**src/rtl/block_packer_if.sv**
```systemverilog
// Handshake bundle for block_packer: upstream FIFO read side and downstream block side.
// The packer connects through the master modport; the FIFO/consumer environment uses slave.
interface block_packer_if #(
  parameter int DATA_W    = 8,
  parameter int NUM_WORDS = 16
) ();
  localparam int BLK_W = DATA_W * NUM_WORDS;
  localparam int CNT_W = $clog2(NUM_WORDS + 1);

  logic              fifo_empty;
  logic [DATA_W-1:0] fifo_data;
  logic              fifo_pop;
  logic              flush;
  logic              blk_valid;
  logic              blk_ready;
  logic [BLK_W-1:0]  blk_data;
  logic [CNT_W-1:0]  blk_count;
  logic              busy;

  modport master (
    input  fifo_empty, fifo_data, flush, blk_ready,
    output fifo_pop, blk_valid, blk_data, blk_count, busy
  );

  modport slave (
    output fifo_empty, fifo_data, flush, blk_ready,
    input  fifo_pop, blk_valid, blk_data, blk_count, busy
  );
endinterface

```
**src/rtl/block_packer.sv**
```systemverilog
// Pops NUM_WORDS words from a 1-cycle-latency FIFO and presents them as one block
// on a valid/ready port, with zero-padded partial flush and selectable word order.
module block_packer #(
  parameter int DATA_W    = 8,
  parameter int NUM_WORDS = 16,
  parameter bit MSB_FIRST = 1'b1
) (
  input  logic           clk,
  input  logic           n_rst,
  block_packer_if.master bus
);
  localparam int BLK_W = DATA_W * NUM_WORDS;
  localparam int CNT_W = $clog2(NUM_WORDS + 1);
  localparam logic [CNT_W-1:0] FULL = CNT_W'(NUM_WORDS);

  localparam logic [0:0] ST_FILL = 1'b0;
  localparam logic [0:0] ST_HOLD = 1'b1;

  logic [0:0]       state_q, state_d;
  logic [CNT_W-1:0] count_q, count_d;
  logic [CNT_W-1:0] issued_q, issued_d;
  logic             pop_q;
  logic [BLK_W-1:0] blk_q, blk_d;
  logic             pop;

  // Gated by n_rst so the FIFO is never popped while the packer is held in reset.
  assign pop = n_rst && (state_q == ST_FILL) && !bus.fifo_empty && !bus.flush &&
               (issued_q < FULL);

  // NOTE: every variable gets its hold value first, so no path leaves it unassigned (no latch).
  always_comb begin
    state_d  = state_q;
    count_d  = count_q;
    issued_d = issued_q;
    blk_d    = blk_q;
    if (pop) issued_d = issued_q + 1'b1;
    case (state_q)
      ST_FILL: begin
        if (pop_q) begin
          for (int k = 0; k < NUM_WORDS; k++) begin
            if (count_q == CNT_W'(k)) begin
              if (MSB_FIRST) blk_d[BLK_W-1-k*DATA_W -: DATA_W] = bus.fifo_data;
              else           blk_d[k*DATA_W +: DATA_W]         = bus.fifo_data;
            end
          end
          count_d = count_q + 1'b1;
          if (count_d == FULL) state_d = ST_HOLD;
        end else if (bus.flush && (count_q != '0)) begin
          state_d = ST_HOLD;
        end
      end
      ST_HOLD: begin
        if (bus.blk_ready) begin
          state_d  = ST_FILL;
          count_d  = '0;
          issued_d = '0;
          blk_d    = '0;
        end
      end
      default: state_d = ST_FILL;
    endcase
  end

  // NOTE: blk_q is a plain register, not a RAM; it is reset so flushed blocks pad with zeros.
  always_ff @(posedge clk or negedge n_rst) begin
    if (!n_rst) begin
      state_q  <= ST_FILL;
      count_q  <= '0;
      issued_q <= '0;
      pop_q    <= 1'b0;
      blk_q    <= '0;
    end else begin
      // NOTE: non-blocking so every register samples pre-edge values regardless of order.
      state_q  <= state_d;
      count_q  <= count_d;
      issued_q <= issued_d;
      pop_q    <= pop;
      blk_q    <= blk_d;
    end
  end

  assign bus.fifo_pop  = pop;
  assign bus.blk_valid = (state_q == ST_HOLD);
  assign bus.blk_data  = blk_q;
  assign bus.blk_count = count_q;
  assign bus.busy      = (count_q != '0) || pop_q || (state_q == ST_HOLD);
endmodule
```
**src/flat_wrapper.sv**
```systemverilog
// flat-port wrapper written by rule: the top's interface ports become plain ports
module block_packer_flat 
#(
  parameter int DATA_W    = 8,
  parameter int NUM_WORDS = 16,
  parameter bit MSB_FIRST = 1'b1
)
  (clk, n_rst, bus_fifo_empty, bus_fifo_data, bus_flush, bus_blk_ready, bus_fifo_pop, bus_blk_valid, bus_blk_data, bus_blk_count, bus_busy);
  block_packer_if #(.DATA_W(DATA_W), .NUM_WORDS(NUM_WORDS)) bus_i ();
  input  logic clk;
  input  logic n_rst;
  input wire logic [$bits(bus_i.fifo_empty)-1:0] bus_fifo_empty;
  input wire logic [$bits(bus_i.fifo_data)-1:0] bus_fifo_data;
  input wire logic [$bits(bus_i.flush)-1:0] bus_flush;
  input wire logic [$bits(bus_i.blk_ready)-1:0] bus_blk_ready;
  output wire logic [$bits(bus_i.fifo_pop)-1:0] bus_fifo_pop;
  output wire logic [$bits(bus_i.blk_valid)-1:0] bus_blk_valid;
  output wire logic [$bits(bus_i.blk_data)-1:0] bus_blk_data;
  output wire logic [$bits(bus_i.blk_count)-1:0] bus_blk_count;
  output wire logic [$bits(bus_i.busy)-1:0] bus_busy;
  assign bus_i.fifo_empty = bus_fifo_empty;
  assign bus_i.fifo_data = bus_fifo_data;
  assign bus_i.flush = bus_flush;
  assign bus_i.blk_ready = bus_blk_ready;
  assign bus_fifo_pop = bus_i.fifo_pop;
  assign bus_blk_valid = bus_i.blk_valid;
  assign bus_blk_data = bus_i.blk_data;
  assign bus_blk_count = bus_i.blk_count;
  assign bus_busy = bus_i.busy;
  block_packer #(.DATA_W(DATA_W), .NUM_WORDS(NUM_WORDS), .MSB_FIRST(MSB_FIRST)) u_core (.clk(clk), .n_rst(n_rst), .bus(bus_i));
endmodule
```
**config.mk**
```make
export PLATFORM = sky130hd
export DESIGN_NAME = block_packer_flat
export DESIGN_NICKNAME = d
export VERILOG_FILES = /design/src/rtl/block_packer_if.sv /design/src/rtl/block_packer.sv /design/src/flat_wrapper.sv
export SDC_FILE = /design/constraint.sdc
export NUM_CORES = 1
export LEC_CHECK = 0
export BUFFER_PORTS_ARGS = -buffer_cell sky130_fd_sc_hd__clkbuf_2
export CAP_MARGIN = 20
export CORE_ASPECT_RATIO = 1.25
export CORE_UTILIZATION = 44
export CTS_BUF_LIST = sky130_fd_sc_hd__clkbuf_2
export DETAILED_ROUTE_END_ITERATION = 6
export PLACE_DENSITY = 0.73
export RECOVER_POWER = 50
export SYNTH_ARGS = -nofsm -noshare
export SYNTH_HDL_FRONTEND = slang
export SYNTH_SLANG_ARGS = --single-unit
export TNS_END_PERCENT = 20
```
**constraint.sdc**
```tcl
create_clock -name clk -period 6.8 [get_ports clk]
set_clock_uncertainty 0.15 [all_clocks]
set_input_delay 1.36 -clock clk [delete_from_list [all_inputs] [get_ports clk]]
set_output_delay 1.36 -clock clk [all_outputs]
set_load 0.02 [all_outputs]
```
==> results by stage, run 1 <==
Status:
- The run finished, with violations left.
- The checks that failed: max-capacitance violations, max-slew violations.

Min path:
- The path class of the tightest hold or removal check is reg -> reg.

Timing:
- The fmax is 0.2090 GHz.
- The ratio of final minimum period to clock period is 70.38%.
- The minimum clock period after layout is 4.786 ns.
- The worst hold slack across all endpoints is 0.3603 ns.
- The worst pin sits at a relative slew slack of -148.0%.
- The minimum setup slack in the final design is 2.014 ns.
- The total count of max-transition violations in the final report was 70.
- The final count of hold timing violations is 0.
- The actual transition at the worst max-transition pin is 3.720 ns.
- Setup repair after global routing left no endpoint under its margin.
- The setup violation total in the final timing report is 0.
- Setup total negative slack on the finished layout was measured at 0 ns.

GRT:
- The met2 capacity usage during global routing is 35.34%.
- The number of global-route vias before repair is 4446.
- The initial antenna violation count is 1.
- The first-pass GRT wire length is 24100 um.
- The pin count of the biggest net entering global routing is 108.
- The met3 track demand over resource is under 10%.
- The layer with the highest usage after global routing is met2.
- The total overflow left after global routing is 0.
- Global routing consumed, over all layers together, 22.25% of the routing resources.
- The met1 demand-to-capacity share in global routing is 28.76%.

Synth:
- Ranked by total cell area, the synthesized netlist is headed by sky130_fd_sc_hd__dfrtp_1 (58%), sky130_fd_sc_hd__mux2i_1 (18%), sky130_fd_sc_hd__nand2_1 (7.5%), sky130_fd_sc_hd__mux2_2 (4.4%), sky130_fd_sc_hd__ha_1 (1.4%).
- Of all cell types, the one taking the most synthesized area is sky130_fd_sc_hd__dfrtp_1.
- The count of unique library cells instantiated by Yosys is 41.
- The synthesized netlist occupies a cell area of 0.006092 mm2.
- The Yosys step of the flow raised 0 warnings.
- Synthesis produced a netlist with a net count of 530.
- The share of Yosys cell area claimed by the top area cell type is 57.51%.
- Synthesis inferred 140 register bits.
- After technology mapping, the gate count stands at 510.
- In this run the mean area of a mapped cell was around 12 um2.
- The post-synthesis sequential area ratio is 57.51%.

Layout:
- Compared with the post-synthesis result, the final layout area differs by 19.24%.
- The area taken by flip-flops and latches is about 0.0035 mm2.
- The layout cell share with drive strength beyond 1 is 33.13%.
- At the end of the flow, the number of nets in the layout was between 600 and 700.
- Summing all multi-input logic gate instances after layout gives 0.002422 mm2.
- The area of all placed cells without fillers is 0.007264 mm2.
- The number of fillers in the final layout is ~1200.

Pwr:
- For this design the ratio of total power to cell area is 328.1 mW/mm2.
- The power after layout is around 2400 uW.
- The leakage component of the power is 0.003978 uW.
- The worst-case vdd ir drop is 206.5 uV.

Routing:
- For this block, the initial DRC count from the detailed router was 280.
- The routed design has 15150 um of wire.
- After detailed routing, the number of vias per cell comes to 5.271.
- The mean routed wirelength per cell is approximately 18 um.
- The number of nets with antenna violations after routing is 0.
- The routed layout has 4391 vias.
- After detailed routing, the number of remaining DRC violations is 0.
- The first detailed-routing pass took 4 iterations.

Clocking:
- The post-CTS clock slew at the launch and capture registers of the worst setup and hold paths is 0.20 ns.
- The buffer count from post-CTS setup fixing is 0.
- Gates resized during post-CTS repair numbered 0.
- In this run, CTS created clock tree buffers numbering 17.
- Counting along the longest clock path gives a buffer depth of 2.
- The H-tree depth reported by CTS is 4.
- Buffers inserted to repair hold after CTS numbered 0.
- TritonCTS built the clock tree.
- The clock drives 140 sinks.
- The tree is rooted in a sky130_fd_sc_hd__clkbuf_2.
- Clock latency on the worst-skew pair, taken at its later pin, is 0.67 ns.

Worst setup path:
- The number of buffers and inverters on the critical path is 2.
- Traced cell by cell, the critical path runs through buf_6, clkbuf_1.
- Among all stages on the critical path, the largest delay is contributed by sky130_fd_sc_hd__clkbuf_1.
- The largest delay contributor family on the critical path is buffers and inverters.
- The capturing element type of the critical path is an async pin.
- The largest single stage delay on the critical path is 2.67 ns.
- The critical-path maximum fanout is 73.
- The category of the worst setup path launch point is an input port.
- The type of the worst setup path is in -> async.
- The data arrival at the endpoint of the critical path is 4.60 ns.
- The critical path required time is 6.62 ns.

Placed design:
- The count of buffers added on input and output ports is 148.
- The placed instance area is 0.006939 mm2.
- Timing analysis after detailed placement gives a worst setup slack of 2.445 ns.
- The congestion estimate from routability-driven global placement came to a little over 0.8.
- The total half-perimeter wirelength after legalization and detailed placement is approximately 10000 um.

Die:
- The region available for standard cell placement spans ~0.013 mm2.
- Row generation in the floorplan step produced 47 rows.
- From bottom edge to top edge, the die measures 133.6 um.
- The die is 107.2 um wide.
- For this design the top-level I/O count stands at 149.
- The die area is 0.01432 mm2.
- The initial cell density of the core is 45.64%.

Run:
- Max-cap violations in this run came to 1.
cells in the mapped netlist, drive strengths merged:
cell and count:
a21oi 5, mux2i 108, or3b 1, nor3b 2
xnor2 3, ha 7, and2 1, and3 1
nor2 11, a31o 1, a32o 2, nand3 5
a31oi 1, dfrtp 140, nand4bb 1, or3 1
nand2 122, xor2 1, or4b 4, nor2b 8
inv 10, mux2 24, nand4 4, nand2b 1
o21ai 7, clkbuf 19, nor3 3, buf 12
nand3b 3, and4 1, and4bb 1
sequential cells by signal (all words and copies together), names as in the netlist:
signal                count
u_core.bus.blk_data     128
u_core.bus.blk_count      5
u_core.bus.blk_valid      1
u_core.issued_q           5
u_core.pop_q              1
final cells by class:
type | count | share of cell area [%]
Sequential cell | 140 | 48.23
Multi-Input combinational cell | 329 | 33.34
Timing Repair Buffer | 151 | 10.76
Clock inverter | 14 | 2.997
Tap cell | 171 | 2.945
Clock buffer | 17 | 1.171
Inverter | 10 | 0.5167
Antenna cell | 1 | 0.03445
power by group:
part / internal (uW) / switching (uW)
clock: 278 / 314
combinational: 245 / 503
sequential: 954 / 89.2
total: 1480 / 906
per-stage QoR:
step / std cells / util (%)
CTS: 831 / 54.25
global route: 833 / 54.42
detailed placement: 800 / 51.98
global placement: 800 / 51.98
floorplan: 510 / -
finish: 833 / 54.42
cell families after synthesis:
kind of cell / Yosys count / synth area share (%)
multiplexers: 132 / 22.18
AND/OR/NAND/NOR: 170 / 13.64
adder cells (fa/ha/maj): 7 / 1.438
XOR/XNOR: 4 / 0.5752
AO/OA/AOI/OAI: 16 / 1.807
buffers and inverters: 41 / 2.855
flip-flops: 140 / 57.51
placed cells by master, fill, tap and decap left out, types with 3 or more instances in the layout:
master,n
sky130_fd_sc_hd__inv_1,10
sky130_fd_sc_hd__nand2_1,121
sky130_fd_sc_hd__a21oi_1,3
sky130_fd_sc_hd__clkbuf_2,164
sky130_fd_sc_hd__nor2_1,9
sky130_fd_sc_hd__nand3_1,3
sky130_fd_sc_hd__dfrtp_1,140
sky130_fd_sc_hd__mux2_2,24
sky130_fd_sc_hd__xnor2_1,3
sky130_fd_sc_hd__ha_1,7
sky130_fd_sc_hd__mux2i_1,108
sky130_fd_sc_hd__nand4_2,3
sky130_fd_sc_hd__o21ai_0,7
sky130_fd_sc_hd__nor2b_1,8
sky130_fd_sc_hd__bufinv_16,5
sky130_fd_sc_hd__clkinv_4,3
final timing paths:
path                                           start  slack (ns)                      end  depth (start not counted)
worst min-delay path              u_core.issued_q[3]        0.36       u_core.issued_q[3]                          1
worst max register to register  u_core.bus.blk_valid        3.74  u_core.bus.blk_data[45]                          4
max in group clk                               n_rst        2.50             bus_fifo_pop                          4
min in group asynchronous                      n_rst        0.47  u_core.bus.blk_data[48]                          1
worst max-delay path                           n_rst        2.01  u_core.bus.blk_data[39]                          2
worst min register to register    u_core.issued_q[3]        0.36       u_core.issued_q[3]                          1
per-layer routing:
| metal | share of wire, % | vias up | wire length (um) |
|---|---|---|---|
| met4 | 2.9 | 0 | 440 |
| met2 | 50 | 134 | 7582 |
| met1 | 43 | 2226 | 6456 |
| met5 | 0 | - | 0 |
| met3 | 4.4 | 28 | 668 |
| li1 | - | 2003 | - |
Power figures use the tool's default switching activity.
==> run 2, diff against run 1 <==
--- a/config.mk
+++ b/config.mk
@@ -11,7 +11,7 @@
 export CORE_UTILIZATION = 44
 export CTS_BUF_LIST = sky130_fd_sc_hd__clkbuf_2
 export DETAILED_ROUTE_END_ITERATION = 6
-export PLACE_DENSITY = 0.73
+export PLACE_DENSITY = 0.75
 export RECOVER_POWER = 50
 export SYNTH_ARGS = -nofsm -noshare
 export SYNTH_HDL_FRONTEND = slang
==> constraint.sdc (replaced) <==
create_clock -name clk -period 4.25 [get_ports clk]
set_clock_uncertainty 0.15 [all_clocks]
set_input_delay 0.85 -clock clk [delete_from_list [all_inputs] [get_ports clk]]
set_output_delay 0.85 -clock clk [all_outputs]
set_load 0.02 [all_outputs]
==> run 2 against run 1 <==
The flow still finishes with violations (max-capacitance violations, max-slew violations). Flip-flop and latch count unchanged. Cell count increased by 0.12%. Design area decreased by 1.8%. Sequential share of layout area increased by 0.88 points. Combinational power increased by 54%. Worst hold slack got worse by 0.12 ns. Sequential power increased by 63%. Via count decreased by 0.32%. Core utilization decreased by 0.97 points. Worst setup slack got worse by 1.3 ns. Critical path depth increased by 1. First-iteration DRC count decreased by 28%.
==> results by stage, run 2 (synthesis results as in run 1) <==
GRT:
- The number of global-route vias before repair was 4481.
- The first-pass GRT wire length is approximately 24000 um.
- The initial antenna violation count is 1.
- Entering global routing, the biggest net connects 108 pins.
- The total overflow left after global routing is 0.
- Global routing consumed, over all layers together, 22.32% of the routing resources.

Timing:
- Counting I/O delays and the setup requirement, the final critical path takes 3.500 ns.
- Measured against its own limit, the worst slew margin works out to -12.52%.
- The final count of hold timing violations is 0.
- Setup repair after global routing left no endpoint under its margin.
- For the pin with the worst max-slew slack, the measured transition is about 1.7 ns.
- The worst path meets setup with 0.7501 ns of slack.
- The setup violation total in the final timing report is 0.
- The total negative slack is 0 ns.
- The ratio of final minimum period to clock period is 82.35%.
- The fmax is 0.2857 GHz.
- The total count of max-transition violations in the final report is 69.

Die:
- The initial cell density of the core is around 46%.
- The vertical die dimension is around 130 um.
- The die span in x is 107.2 um.
- 149 I/O pins were placed.
- The initialized floorplan defines 47 standard-cell rows.
- The total area inside the core boundary comes to between 0.01 and 0.015 mm2.
- The die area is 0.01432 mm2.

Placed design:
- The routability congestion estimate is about 0.80.
- During placement, the flow inserted port buffers numbering 148.
- OpenSTA, run right after detailed placement, puts the worst setup slack at about 1.4 ns.
- Detailed placement ended at an HPWL of 10450 um.

Layout:
- In the final layout, flip-flops and latches occupy 0.003503 mm2.
- The top cell types in the final layout, fill and taps aside, are sky130_fd_sc_hd__dfrtp_1 (140), sky130_fd_sc_hd__nand2_1 (122), sky130_fd_sc_hd__clkbuf_2 (112), sky130_fd_sc_hd__mux2i_1 (108), sky130_fd_sc_hd__clkbuf_1 (54).
- The flip-flop count of the largest register after layout is 128.
- The area used by multi-input combinational logic is 0.002415 mm2.
- In the final layout, the share of cells above drive strength 1 is around a quarter.
- After filler insertion, the fill cell instance count of the layout stands at 1222.
- The number of nets in the final layout is 669.
- The area overhead of the layout relative to synthesis is 17.11%.
- The most common cell after layout, fill and taps aside is sky130_fd_sc_hd__dfrtp_1.

Clocking:
- The buffer count from post-CTS setup fixing is 0.
- TritonCTS built the clock tree.
- The root buffer cell chosen for the clock tree is sky130_fd_sc_hd__clkbuf_2.
- The number of buffers inserted during clock tree synthesis is 17.
- Post-CTS repair changed the size of 0 cells.
- The TritonCTS sink count is 140.
- The post-CTS clock slew at the launch and capture registers of the worst setup and hold paths is 0.25 ns.
- The largest buffer count on any clock path is 2.
- For this design, the CTS-stage hold fixing added 0 buffers.
- The clock latency on the worst-skew pair is about 0.70 ns.
- The H-tree depth reported by CTS is 4.

Worst setup path:
- The critical path required time is around 3.3 ns.
- For flop-to-flop paths, the worst setup slack is 1.18 ns.
- The data arrival at the endpoint of the critical path is 2.50 ns.
- The category of the worst setup path launch point is a flip-flop.
- The worst register-to-register path begins at u_core.bus.blk_valid.
- In this design, the stage delay of the slowest critical-path cell is 0.73 ns.
- The critical path capture point is bus_fifo_pop.
- Along the worst path, the maximum fanout reaches 25.
- The slowest stage cell on the critical path is sky130_fd_sc_hd__dfrtp_1.
- The endpoint identified for the worst register-to-register timing path is u_core.bus.blk_data[96].
- Counting cells, the worst reg-to-reg path comes to 4.
- The setup path with the least slack is of type reg -> out.
- The signal on the critical path passes through or4b_1, nor2_1, clkbuf_2.
- The capturing element type of the critical path is a primary output.
- The start point of the critical path is u_core.bus.blk_valid.

Routing:
- The detail route stage leaves a number of antenna-violating nets equal to 0.
- The total wire length after detailed routing is roughly 15000 um.
- The first-pass iteration count of the detailed router is 5.
- The number of vias per cell after detailed routing is 5.248.
- The post-detailed-route DRC marker count is 0.
- The DRC marker count from the first detailed-route iteration is 202.
- In the final routed layout, each cell accounts on average for 18.49 um.
- For this block, the via count after detailed routing is 4377.

Pwr:
- Across the VDD grid, the largest voltage drop is between 300 and 400 uV.
- Overall power consumption after layout is estimated at 3664 uW.
- The total power per unit cell area is 513.5 mW/mm2.
- For this design the static power due to leakage is 0.003763 uW.

Run:
- The max-cap violation count is 2.

Status:
- The run finished, with violations left.
- The checks that failed: max-capacitance violations, max-slew violations.

Min path:
- The class of the worst hold path is in -> reg.
## run 2: changes by cell type in the layout (fill, tap and decap cells not counted), sizes merged
cell	delta
bufinv	-3
clkinvlp	+1
inv	+3
## run 2: through the flow
stage | std cells | hold slack, ns | area (um2) | utilization, %
after global placement | 800 | 0.3150 | 6939 | 51.98
after detailed placement | 800 | 0.3281 | 6939 | 51.98
final | 834 | 0.2396 | 7134 | 53.44
after global routing | 834 | 0.1689 | 7134 | 53.44
after floorplan | 510 | 0.2987 | 6092 | -
after CTS | 832 | 0.1532 | 7188 | 53.85
## run 2: how the worst min path moves through the flow
stage,startpoint,endpoint,slack [ns],cells past startpoint
6_report,bus_fifo_data[1],u_core.bus.blk_data[121],0.24,3
5_1_grt,bus_fifo_data[2],u_core.bus.blk_data[122],0.17,3
4_1_cts,n_rst,u_core.bus.blk_data[104],0.15,2
3_5_place_dp,u_core.issued_q[3],u_core.issued_q[3],0.33,1
3_3_place_gp,u_core.issued_q[3],u_core.issued_q[3],0.31,1
2_1_floorplan,u_core.issued_q[3],u_core.issued_q[3],0.30,1
## run 2: power breakdown
part,switching [uW],internal (uW),total [uW]
sequential,174,1530,1700
combinational,769,384,1150
clock,531,280,811
## run 2: worst max-delay path: cells and delay by family (launching register included)
| family | cells | cell delay, ns |
|---|---|---|
| buf+inv | 1 | 0.19 |
| simple gates | 2 | 0.88 |
| flops | 1 | 0.73 |
## run 2: final cells by class
type	instances	area share (%)
Sequential cell	140	49.11
Multi-Input combinational cell	329	33.85
Timing Repair Buffer	151	9.996
Tap cell	171	2.999
Clock inverter	15	2.297
Clock buffer	17	1.193
Inverter	10	0.5261
Antenna cell	1	0.03508
## run 2: layer usage
metal  wire [um]  track usage, %  vias up
li1            -               -     1999
met5           0               0        -
met4         454           9.817        0
met3         819           5.871       25
met2        7641           37.03      144
met1        6508           27.26     2209
==> run 3, diff against run 2 <==
--- a/config.mk
+++ b/config.mk
@@ -5,13 +5,14 @@
 export SDC_FILE = /design/constraint.sdc
 export NUM_CORES = 1
 export LEC_CHECK = 0
+export ABC_AREA = 1
 export BUFFER_PORTS_ARGS = -buffer_cell sky130_fd_sc_hd__clkbuf_2
 export CAP_MARGIN = 20
 export CORE_ASPECT_RATIO = 1.25
 export CORE_UTILIZATION = 44
 export CTS_BUF_LIST = sky130_fd_sc_hd__clkbuf_2
 export DETAILED_ROUTE_END_ITERATION = 6
-export PLACE_DENSITY = 0.75
+export PLACE_DENSITY = 0.73
 export RECOVER_POWER = 50
 export SYNTH_ARGS = -nofsm -noshare
 export SYNTH_HDL_FRONTEND = slang
==> constraint.sdc (replaced) <==
create_clock -name clk -period 3.3 [get_ports clk]
set_clock_uncertainty 0.15 [all_clocks]
set_input_delay 0.66 -clock clk [delete_from_list [all_inputs] [get_ports clk]]
set_output_delay 0.66 -clock clk [all_outputs]
set_load 0.02 [all_outputs]
==> run 3 against run 2 <==
The flow still finishes with violations (max-capacitance violations, max-slew violations). Flip-flop and latch count unchanged. Non-clock buffer count up 2. Worst hold slack worse by 0.12 ns. Clock power up 37%. Critical path type unchanged. Global-route usage up 0.43 points.
==> results by stage, run 3 <==
GRT:
- The pin count of the biggest net entering global routing is 75.
- The first-pass GRT wire length is 23400 um.
- The total grt overflow is 0.
- The initial antenna violation count is 1.
- Global routing used a little under a quarter of the available tracks across all layers.
- The number of global-route vias before repair came to 4438.

Die:
- Pin placement for this block handled roughly 150 I/O pins.
- The vertical die dimension is 129.1 um.
- The floorplan step defined a core boundary enclosing roughly 0.013 mm2.
- The die covers around 0.013 mm2.
- In this run the horizontal extent of the chip is 103.7 um.
- The number of placement rows is 46.
- The initial cell density of the core is between 40% and 50%.

Clocking:
- CTS saw 140 sinks.
- TritonCTS built the clock tree.
- The tree is rooted in a sky130_fd_sc_hd__clkbuf_2.
- The number of hold buffers added after CTS was 1.
- The largest buffer count on any clock path is 2.
- Once the clock tree was built, the setup fixing pass inserted 0 buffers.
- The number of buffers inserted during clock tree synthesis is 17.
- The clock latency on the worst-skew pair is 0.67 ns.
- The post-CTS clock slew at the launch and capture registers of the worst setup and hold paths is 0.19 ns.
- The H-tree depth reported by CTS is 4.
- The post-cts resize count is 0.

Worst setup path:
- The signal on the critical path passes through inv_1, ha_1, inv_1, nor2_1, nand2_1, inv_1, nand2_1, clkbuf_2.
- At the worst endpoint, the arrival time is 2.11 ns.
- The critical-path maximum fanout is 6.
- The endpoint of the worst register-to-register path is u_core.bus.blk_data[29].
- The capturing element type of the critical path is a primary output.
- At the worst endpoint, the required time is 2.49 ns.
- The number of cells on the worst reg-to-reg path is 8.
- The startpoint identified for the worst register-to-register timing path is u_core.bus.blk_valid.
- The largest individual stage delay along the critical path comes from the cell sky130_fd_sc_hd__dfrtp_1.
- The worst setup path is launched from a flip-flop.
- The type of the worst setup path is reg -> out.
- The most prevalent standard cell on the critical path is sky130_fd_sc_hd__inv_1.
- For this run, the slowest stage of the critical path takes 0.50 ns.
- The worst register-to-register path has a setup slack of 0.80 ns.

Min path:
- The class of the worst hold path is in -> reg.
- The worst hold path passes through 3 cells.
- The sink of the worst hold path is u_core.bus.blk_valid.
- The worst hold path startpoint is bus_flush.

Layout:
- Fill cells in the final layout number 1214.
- The core utilization of the finished layout is 53.15%.
- The layout cell share with drive strength beyond 1 is 26.90%.
- The number of nets in the final layout is 743.
- The area overhead of the layout relative to synthesis is 18.35%.
- In the layout the commonest cells are sky130_fd_sc_hd__clkbuf_2 (167), sky130_fd_sc_hd__dfrtp_1 (140), sky130_fd_sc_hd__nand2_1 (120), sky130_fd_sc_hd__nand3_1 (109), sky130_fd_sc_hd__o21ai_0 (66).
- After the flow finishes, the layout carries non-filler instances totaling around 900.
- The flip-flop count of the largest register after layout is 128.
- The most common cell after layout, fill and taps aside is sky130_fd_sc_hd__clkbuf_2.

Timing:
- The fmax is around 0.34 GHz.
- The ratio of final minimum period to clock period is between 80% and 90%.
- After layout, the minimum clock period comes to 2.916 ns.
- On the final layout, the worst hold slack is 0.1180 ns.
- The setup violation total in the final timing report is 0.
- At the pin with the least slew margin, the transition time is 1.593 ns.
- Setup repair after global routing left no endpoint under its margin.
- The final count of hold timing violations was 0.
- In this run the tightest slew margin relative to its limit is -6.220%.
- The total count of max-transition violations in the final report is 68.
- Setup total negative slack on the finished layout was measured at 0 ns.

Placed design:
- The cell total after placement is 871.
- The number of I/O port buffers is about 150.
- The total half-perimeter wirelength after legalization and detailed placement is 10230 um.
- The congestion estimate from routability-driven global placement came to 0.8548.

Synth:
- The top cell type by area accounts for 61.61% of the synthesized area.
- The number of different library cells used by synthesis comes to 28.
- In the synthesized netlist the dominant register cell turns out to be sky130_fd_sc_hd__dfrtp_1.
- After synthesis the netlist holds a flip-flop and latch count of 140.
- The number of nets handed over by synthesis was 604.
- Of the synthesized area, sequential elements account for about three fifths.
- During synthesis, Yosys emitted a total of 0 warnings.
- Averaged over all synthesized cells, the footprint is around 10 um2.
- The number of instances in the synthesized netlist is a little under 600.
- The synthesized design contains 0 enable-type register cells.
- In the post-synthesis netlist, the cell with the most instances is sky130_fd_sc_hd__dfrtp_1.
- In the post-synthesis netlist, the biggest area contributors are sky130_fd_sc_hd__dfrtp_1 (62%), sky130_fd_sc_hd__nand3_1 (9.6%), sky130_fd_sc_hd__nand2_1 (7.4%), sky130_fd_sc_hd__o21ai_0 (4.9%), sky130_fd_sc_hd__o21ai_1 (2.8%).
- The synthesized netlist occupies a cell area of 0.005687 mm2.
- The cell taking the most area after synthesis is sky130_fd_sc_hd__dfrtp_1.
- The commonest cells after synthesis are sky130_fd_sc_hd__dfrtp_1 (140), sky130_fd_sc_hd__nand2_1 (112), sky130_fd_sc_hd__nand3_1 (109), sky130_fd_sc_hd__o21ai_0 (56), sky130_fd_sc_hd__o21ai_1 (32).
- The fraction of registers with async set or reset after synthesis is 100.0%.

Pwr:
- The total power per unit cell area is approximately 730 mW/mm2.
- The worst-case vdd ir drop is just under 300 uV.
- In this run the static leakage power is 0.003642 uW.

Routing:
- After the first detailed-routing iteration, the DRC count stood at between 200 and 300.
- The detailed router placed about 4700 vias in this run.
- The total wire length after detailed routing is 14770 um.
- Using the TritonRoute via totals, the vias-per-cell ratio works out to 5.208.
- The number of nets with antenna violations after routing is 0.
- The mean routed wirelength per cell is 16.32 um.
- The first-pass iteration count of the detailed router is 5.
- After detailed routing, the number of remaining DRC violations is 0.

Status:
- The run finished, with violations left.
- The final reports fail on max-capacitance violations, max-slew violations.

Run:
- Across the run, the number of max-cap violations was 1.
==> run 3: cell types whose count changed in the layout (fill, tap and decap cells not counted), moves of 4 or more <==
cell	change
sky130_fd_sc_hd__mux2i_1	-108
sky130_fd_sc_hd__nand3_1	+106
sky130_fd_sc_hd__o21ai_0	+59
sky130_fd_sc_hd__clkbuf_2	+55
sky130_fd_sc_hd__clkbuf_1	-53
sky130_fd_sc_hd__mux2_2	-24
sky130_fd_sc_hd__o21ai_1	+22
sky130_fd_sc_hd__inv_1	+18
sky130_fd_sc_hd__nor2_1	+12
sky130_fd_sc_hd__nor2b_1	-8
sky130_fd_sc_hd__o21ai_2	+8
sky130_fd_sc_hd__a21oi_1	+7
sky130_fd_sc_hd__inv_6	-4
==> run 3: worst max path at each step <==
| stage | from | to | slack, ns | cells after the start |
|---|---|---|---|---|
| floorplan | bus_flush | bus_fifo_pop | 1.24 | 3 |
| global placement | n_rst | u_core.issued_q[0] | 1.01 | 5 |
| detailed placement | n_rst | u_core.issued_q[0] | 0.90 | 5 |
| CTS | u_core.bus.blk_count[0] | bus_busy | 0.36 | 8 |
| global route | u_core.bus.blk_count[0] | bus_busy | 0.23 | 8 |
| finish | u_core.bus.blk_count[0] | bus_busy | 0.38 | 8 |
==> run 3: critical path: cells and delay by family (launching register included) <==
family	cells	cell delay [ns]
flip-flops	1	0.50
buffers and inverters	4	0.44
AND/OR/NAND/NOR	3	0.32
adder cells (fa/ha/maj)	1	0.17
==> run 3: logic make-up after synthesis <==
family,synth area share (%)
DFF,61.61
adders and majority gates,1.540
xor gates and xnor gates,0.3081
buffers and inverters,5.148
and+or+nand+nor,20.92
AOI/OAI and AO/OA,10.47
==> run 3: final cells by class <==
cell class | count | area (um2) | area share (%)
Sequential cell | 140 | 3503 | 52.05
Multi-Input combinational cell | 380 | 1852 | 27.51
Timing Repair Buffer | 153 | 777.0 | 11.54
Tap cell | 168 | 210.2 | 3.123
Clock inverter | 13 | 173.9 | 2.584
Inverter | 31 | 116.4 | 1.729
Clock buffer | 19 | 95.09 | 1.413
Antenna cell | 1 | 2.502 | 0.03718
==> run 3: per-stage QoR <==
step,setup slack (ns),total power (uW),area (um2)
finish,0.3842,4929,6730
CTS,0.3590,4990,6784
detailed placement,0.9047,3884,6505
global route,0.2326,5204,6730
global placement,1.007,3819,6505
floorplan,1.240,3271,5687
==> run 3: power breakdown <==
group          internal, uW  total [uW]  switching, uW
registers              2020        2250            234
clock network           496        1110            610
logic                   438        1570           1130
total                  2950        4930           1980
==> run 3: metal layers <==
| metal | vias to the layer above | wire length (um) | global-route usage, % | part of all wire, % |
|---|---|---|---|---|
| li1 | 2236 | - | - | - |
| met1 | 2291 | 6181 | 28.84 | 42 |
| met2 | 171 | 7461 | 38.81 | 51 |
| met3 | 15 | 964 | 5.584 | 6.5 |
| met4 | 0 | 162 | 7.143 | 1.1 |
| met5 | - | 0 | 0 | 0 |
